--- config.mk ---
export PLATFORM = sky130hd
export DESIGN_NAME = frame_serializer_hs_flat
export DESIGN_NICKNAME = d
export VERILOG_FILES = /design/src/rtl/serdes_pkg.sv /design/src/rtl/frame_serializer_hs_if.sv /design/src/rtl/serdes_frame_hold.sv /design/src/rtl/frame_serializer_hs.sv /design/src/flat_wrapper.sv
export SDC_FILE = /design/constraint.sdc
export NUM_CORES = 1
export LEC_CHECK = 0
export CAP_MARGIN = 10
export CORE_UTILIZATION = 49
export CTS_CLUSTER_SIZE = 12
export DETAILED_ROUTE_END_ITERATION = 8
export PLACE_DENSITY_LB_ADDON = 0.3
export SLEW_MARGIN = 20
export SYNTH_ARGS = -nofsm -noshare
export SYNTH_HDL_FRONTEND = slang
export SYNTH_SLANG_ARGS = --single-unit
--- constraint.sdc ---
create_clock -name clk1280 -period 3 [get_ports clk1280]
set_input_delay 0.6 -clock clk1280 [delete_from_list [all_inputs] [get_ports clk1280]]
set_output_delay 0.6 -clock clk1280 [all_outputs]
set_load 0.02 [all_outputs]
--- src/rtl/serdes_pkg.sv ---
// Shared types and helpers for the frame serializer family.
// The bit selector is written to be reused by a matching deserializer.
package serdes_pkg;

  localparam int MAX_FRAME_W = 64;

  // Repeating comma-like pattern; instances slice it down to their frame width.
  localparam logic [MAX_FRAME_W-1:0] IDLE_PATTERN_DEFAULT = 64'hBCBC_BCBC_BCBC_BCBC;

  typedef enum logic [0:0] {
    ST_OFF = 1'b0,
    ST_RUN = 1'b1
  } serdes_state_e;

  // Returns the bit that goes on the wire at position idx of a frame of the given width.
  function automatic logic bit_sel(input logic [MAX_FRAME_W-1:0] frame,
                                   input logic [5:0]             idx,
                                   input bit                     msb_first,
                                   input logic [6:0]             width);
    logic [6:0] pos;
    pos = msb_first ? (width - 7'd1 - {1'b0, idx}) : {1'b0, idx};
    return frame[pos[5:0]];
  endfunction

endpackage

--- src/rtl/frame_serializer_hs_if.sv ---
// Frame input handshake between the frame builder and the serializer.
// A transfer happens on a rising edge where frame_valid and frame_ready are both high.
interface frame_serializer_hs_if #(
  parameter int FRAME_W = 32
) ();

  logic [FRAME_W-1:0] frame_data;
  logic               frame_valid;
  logic               frame_ready;

  modport master (
    output frame_data,
    output frame_valid,
    input  frame_ready
  );

  modport slave (
    input  frame_data,
    input  frame_valid,
    output frame_ready
  );

endinterface

--- src/rtl/serdes_frame_hold.sv ---
// One-entry valid/ready holding register. take_i empties it; a frame arriving on
// the same edge as a take replaces the departing one, so nothing is lost or duplicated.
module serdes_frame_hold #(
  parameter int W = 32
) (
  input  logic         clk_i,
  input  logic         rst_i,
  input  logic [W-1:0] in_data_i,
  input  logic         in_valid_i,
  output logic         in_ready_o,
  input  logic         take_i,
  output logic         valid_o,
  output logic [W-1:0] data_o
);

  logic         valid_q, valid_d;
  logic [W-1:0] data_q, data_d;
  logic         xfer;

  assign in_ready_o = !rst_i && (!valid_q || take_i);
  assign xfer       = in_valid_i && in_ready_o;

  always_comb begin
    valid_d = valid_q;
    data_d  = data_q;
    if (xfer) begin
      valid_d = 1'b1;
      data_d  = in_data_i;
    end else if (take_i) begin
      valid_d = 1'b0;
    end
  end

  always_ff @(posedge clk_i) begin
    if (rst_i) begin
      valid_q <= 1'b0;
      data_q  <= '0;
    end else begin
      valid_q <= valid_d;
      data_q  <= data_d;
    end
  end

  assign valid_o = valid_q;
  assign data_o  = data_q;

endmodule

--- src/rtl/frame_serializer_hs.sv ---
// Frame-to-bit serializer on the bit clock with a one-entry input buffer, idle-frame
// insertion on underrun and tx_en honoured only at frame boundaries.
module frame_serializer_hs
  import serdes_pkg::*;
#(
  parameter int                 FRAME_W      = 32,
  parameter bit                 MSB_FIRST    = 1'b1,
  parameter logic [FRAME_W-1:0] IDLE_PATTERN = IDLE_PATTERN_DEFAULT[FRAME_W-1:0],
  parameter int                 UCNT_W       = 16
) (
  input  logic                  clk1280,
  input  logic                  rst,
  frame_serializer_hs_if.slave  frm,
  input  logic                  tx_en,
  output logic                  data_tx,
  output logic                  frame_start,
  output logic                  idle_active,
  output logic [UCNT_W-1:0]     underrun_cnt,
  output serdes_state_e         dbg_state_o
);

  localparam int               CNT_W = $clog2(FRAME_W);
  localparam logic [CNT_W-1:0] LAST  = CNT_W'(FRAME_W - 1);

  serdes_state_e      state_q, state_d;
  logic [CNT_W-1:0]   cnt_q, cnt_d;
  logic [FRAME_W-1:0] shift_q, shift_d;
  logic               data_tx_q, data_tx_d;
  logic               fs_q, fs_d;
  logic               idle_q, idle_d;
  logic [UCNT_W-1:0]  ucnt_q, ucnt_d;

  logic               load;
  logic               take;
  logic               hold_valid;
  logic [FRAME_W-1:0] hold_data;
  logic [FRAME_W-1:0] src;

  serdes_frame_hold #(
    .W (FRAME_W)
  ) u_hold (
    .clk_i      (clk1280),
    .rst_i      (rst),
    .in_data_i  (frm.frame_data),
    .in_valid_i (frm.frame_valid),
    .in_ready_o (frm.frame_ready),
    .take_i     (take),
    .valid_o    (hold_valid),
    .data_o     (hold_data)
  );

  assign src = hold_valid ? hold_data : IDLE_PATTERN;

  always_comb begin
    state_d   = state_q;
    cnt_d     = cnt_q;
    shift_d   = shift_q;
    data_tx_d = data_tx_q;
    fs_d      = 1'b0;
    idle_d    = idle_q;
    ucnt_d    = ucnt_q;
    load      = 1'b0;

    case (state_q)
      ST_OFF: begin
        data_tx_d = 1'b0;
        idle_d    = 1'b0;
        cnt_d     = '0;
        if (tx_en) begin
          load    = 1'b1;
          state_d = ST_RUN;
        end
      end
      ST_RUN: begin
        if (cnt_q == LAST) begin
          if (tx_en) begin
            load = 1'b1;
          end else begin
            state_d   = ST_OFF;
            data_tx_d = 1'b0;
            idle_d    = 1'b0;
            cnt_d     = '0;
          end
        end else begin
          cnt_d = cnt_q + 1'b1;
          if (MSB_FIRST) begin
            data_tx_d = shift_q[FRAME_W-1];
            shift_d   = shift_q << 1;
          end else begin
            data_tx_d = shift_q[0];
            shift_d   = shift_q >> 1;
          end
        end
      end
      default: state_d = ST_OFF;
    endcase

    // The first bit goes straight to the output register; the rest wait in the shifter.
    if (load) begin
      cnt_d     = '0;
      data_tx_d = bit_sel(64'(src), 6'd0, MSB_FIRST, 7'(FRAME_W));
      fs_d      = 1'b1;
      idle_d    = !hold_valid;
      shift_d   = MSB_FIRST ? (src << 1) : (src >> 1);
      if (!hold_valid && (ucnt_q != {UCNT_W{1'b1}})) begin
        ucnt_d = ucnt_q + 1'b1;
      end
    end

    take = load && hold_valid;
  end

  always_ff @(posedge clk1280) begin
    if (rst) begin
      state_q   <= ST_OFF;
      cnt_q     <= '0;
      shift_q   <= '0;
      data_tx_q <= 1'b0;
      fs_q      <= 1'b0;
      idle_q    <= 1'b0;
      ucnt_q    <= '0;
    end else begin
      state_q   <= state_d;
      cnt_q     <= cnt_d;
      shift_q   <= shift_d;
      data_tx_q <= data_tx_d;
      fs_q      <= fs_d;
      idle_q    <= idle_d;
      ucnt_q    <= ucnt_d;
    end
  end

  assign data_tx      = data_tx_q;
  assign frame_start  = fs_q;
  assign idle_active  = idle_q;
  assign underrun_cnt = ucnt_q;
  assign dbg_state_o  = state_q;

endmodule

--- src/flat_wrapper.sv ---
// flat-port wrapper written by rule: the top's interface ports become plain ports
module frame_serializer_hs_flat import serdes_pkg::*;
#(
  parameter int                 FRAME_W      = 32,
  parameter bit                 MSB_FIRST    = 1'b1,
  parameter logic [FRAME_W-1:0] IDLE_PATTERN = IDLE_PATTERN_DEFAULT[FRAME_W-1:0],
  parameter int                 UCNT_W       = 16
)
  (clk1280, rst, tx_en, data_tx, frame_start, idle_active, underrun_cnt, dbg_state_o, frm_frame_data, frm_frame_valid, frm_frame_ready);
  frame_serializer_hs_if #(.FRAME_W(FRAME_W)) frm_i ();
  input  logic clk1280;
  input  logic rst;
  input  logic tx_en;
  output logic data_tx;
  output logic frame_start;
  output logic idle_active;
  output logic [UCNT_W-1:0] underrun_cnt;
  output serdes_state_e dbg_state_o;
  input wire logic [$bits(frm_i.frame_data)-1:0] frm_frame_data;
  input wire logic [$bits(frm_i.frame_valid)-1:0] frm_frame_valid;
  output wire logic [$bits(frm_i.frame_ready)-1:0] frm_frame_ready;
  assign frm_i.frame_data = frm_frame_data;
  assign frm_i.frame_valid = frm_frame_valid;
  assign frm_frame_ready = frm_i.frame_ready;
  frame_serializer_hs #(.FRAME_W(FRAME_W), .MSB_FIRST(MSB_FIRST), .IDLE_PATTERN(IDLE_PATTERN), .UCNT_W(UCNT_W)) u_core (.clk1280(clk1280), .rst(rst), .frm(frm_i), .tx_en(tx_en), .data_tx(data_tx), .frame_start(frame_start), .idle_active(idle_active), .underrun_cnt(underrun_cnt), .dbg_state_o(dbg_state_o));
endmodule
==> run_results.csv <==
group,metric,value,unit
drt,viasPerCell,5.34,
drt,first_iter_violations,102,
clock_network,cts_tree,"yes",
min_path,hold_class,"reg2reg",
clock_network,h-tree-depth,3,
sta,finalCriticalPeriod,2.59,ns
sta,finClkSkew,0.00777,ns
run_status,status,"complete, no violations",
setup_path,r2r_slack,0.65,ns
drt,wl_per_cell,12.8,um
placement,dpl_cell_area,4440,sq um
global_route,grt_pass1_wl,13200,um
placement,dp_slack,0.412,ns
sta,worstMarginPinSlew,0.806,ns
sta,finalHoldViolCount,0,
drt,ant_nets,0,
sta,fmax,0.385,GHz
logic_synthesis,synth_top_area_cell,"dfxtp_1",
finish,stdcell_count,591,
logic_synthesis,avgSynthCellArea,8.60,sq um
floorplan,chipWidth,90.7,um
drt,drt-total-wl,7560,um
finish,fillers,630,
placement,place_inst,575,
run,maxCapViolations,0,
placement,place_hpwl,4740,um
global_route,grtUsageTotal,0.192,
global_route,antenna_found_initial,0,
global_route,overflow,0,
setup_path,arrival,1.99,ns
finish,layout.nets,526,
setup_path,endpoint,"frm_frame_ready",
logic_synthesis,ys_async_sr_fraction,0,
clock_network,ctsHoldBuffers,0,
logic_synthesis,ys.flop_type,"dfxtp_1",
drt,via_count,3158,
sta,holdWs,0.456,ns
logic_synthesis,seq_area_frac_synth,0.462,
clock_network,clock_path_buffers,2,
drt,drc,0,
power_and_ir_drop,power.leakage,1.60,nW
sta,setup_viol,0,
clock_network,insertion_delay,0.34,ns
power_and_ir_drop,p_per_area,490,nW/um^2
logic_synthesis,synth_warnings,0,
logic_synthesis,synth_top_cell_area_share,0.462,
placement,numPortBuffers,56,
global_route,grt_pass1_vias,2982,
power_and_ir_drop,peakVddDrop,0.244,mV
placement,gp_congestion,0.765,
setup_path,cp-end-kind,"output pin",
finish,multiInputGateArea,1930,sq um
global_route,grt_max_degree,93,
setup_path,r2r_start,"u_core.cnt_q[0]",
logic_synthesis,synth_cells,448,
finish,layout-drive-gt1-share,0.0752,
finish,seqCellArea,1780,sq um
clock_network,numCtsBuffers,9,
sta,rsz0062_at_grt,"false",
power_and_ir_drop,total_power,2.26,mW
floorplan,start_util,0.520,
sta,relSlewSlack,0.463,
setup_path,reg2reg_depth,8,
floorplan,design.core.area,7410,sq um
setup_path,crit_required,2.40,ns
clock_network,cts.clk_slew.worst_paths,0.08,ns
logic_synthesis,synth_seq_cells,89,
logic_synthesis,netlist_area,3850,sq um
finish,syn_to_final_growth,19.4,%
drt,firstDrtPassIters,4,
sta,slew_violations,0,
clock_network,cts-root-buf,"clkbuf_8",
floorplan,dieArea,8230,sq um
sta,finalSetupTns,0,ns
clock_network,cts.sinks,89,
min_path,hold_depth,2,
setup_path,r2r-end,"u_core.u_hold.data_o[9]",
floorplan,io_pins,57,
setup_path,start_kind,"register",
sta,layout_setup_ws,0.406,ns
logic_synthesis,syn_nets,487,
logic_synthesis,synthTopCellsByCount,"dfxtp_1, nand2_1, nand2b_1",
finish,antenna_cells,0,
sta,layout_worst_path_cycle_share,0.865,
setup_path,cp_max_fo,4,
floorplan,rows,31,
finish,utilization,0.621,
logic_synthesis,synth.area.top_cells,"dfxtp_1, nand2b_1, nand2_1",
logic_synthesis,synth_enable_flop_cells,0,
floorplan,die-height,90.7,um
setup_path,cp-startpoint,"u_core.cnt_q[0]",
logic_synthesis,synth.distinct_cells,44,
finish,final_area,4600,sq um
logic_synthesis,yosys.cell_count.top_type,"dfxtp_1",
setup_path,worst-setup-path-type,"reg2out",
==> what timing repair did <==
action | 4_1_cts | 5_1_grt
setup endpoints to repair | 0 | 1
buffers inserted | 0 | 0
gates resized for setup | 0 | 1
==> placed cells by master, fill, tap and decap left out, types with 2 or more instances in the layout <==
cell	Yosys	layout
clkdlybuf4s50_1	0	53
o211ai_1	19	19
and3_1	2	2
buf_2	6	2
nand3b_1	20	20
nand4_1	4	4
dfxtp_1	89	89
a211oi_1	2	2
nand2_1	57	57
clkbuf_8	0	9
nand3_1	12	12
nor3b_1	2	2
buf_4	0	7
xor2_1	3	3
o21ai_0	32	32
a31oi_1	2	2
and2_1	2	2
ha_1	3	3
clkinv_2	0	4
nor2_1	30	30
nand2b_1	35	35
mux2_2	2	2
a311oi_1	11	11
clkinvlp_4	0	2
nor2b_1	15	14
xnor2_1	10	10
a21oi_1	28	28
nor3_1	15	15
==> logic make-up (layout without fill, tap and decap cells) <==
kind of cell | Yosys count | after routing | synth area share
AND/OR/NAND/NOR | 206 | 206 | 0.291
adder cells (fa/ha/maj) | 3 | 3 | 0.00974
flip-flops | 89 | 89 | 0.462
multiplexers | 3 | 3 | 0.00844
AO/OA/AOI/OAI | 98 | 98 | 0.160
buffers and inverters | 36 | 80 | 0.0389
XOR/XNOR | 13 | 13 | 0.0295
==> layer usage <==
layer / global-route usage / wire length (um) / up-vias
met5: 0 / 0 / -
met4: 0.0685 / 80 / 0
met3: 0.0303 / 207 / 7
met2: 0.329 / 3600 / 46
met1: 0.242 / 3670 / 1477
li1: - / - / 1628
==> power breakdown <==
group / internal (mW) / switching (mW)
clock network: 0.295 / 0.393
registers: 1.25 / 0.0382
logic: 0.133 / 0.144
total: 1.68 / 0.575
==> worst max-delay path, stage by stage, from the launching register on <==
cell and delay, ns:
dfxtp_1 0.33, ha_1 0.22, and3_1 0.19, ha_1 0.21
nand2b_2 0.22, nand2_1 0.18, a21oi_1 0.09, dlymetal6s2s_1 0.21
==> worst min-delay path by stage <==
stage,endpoint,from
floorplan,u_core.data_tx,u_core.shift_q[31]
global placement,u_core.shift_q[27],u_core.shift_q[26]
detailed placement,u_core.shift_q[8],u_core.shift_q[7]
CTS,u_core.shift_q[3],u_core.shift_q[2]
global route,u_core.shift_q[6],u_core.shift_q[5]
finish,u_core.shift_q[8],u_core.shift_q[7]
==> final cells by class <==
class                      instances  share of cell area
clock inverter                     6             0.00761
clock buffer                      10              0.0277
sequential                        89               0.387
inverter                           1            0.000815
timing repair buffer              63               0.132
tap                               99              0.0269
multi-input combinational        323               0.418
==> registers in the layout, summed over array words and instances (netlist names) <==
name,flops
u_core.cnt_q,5
u_core.data_tx,1
u_core.dbg_state_o,1
u_core.frame_start,1
u_core.idle_active,1
u_core.shift_q,31
u_core.u_hold.data_o,32
u_core.u_hold.valid_o,1
u_core.underrun_cnt,16
Power figures use the tool's default switching activity.
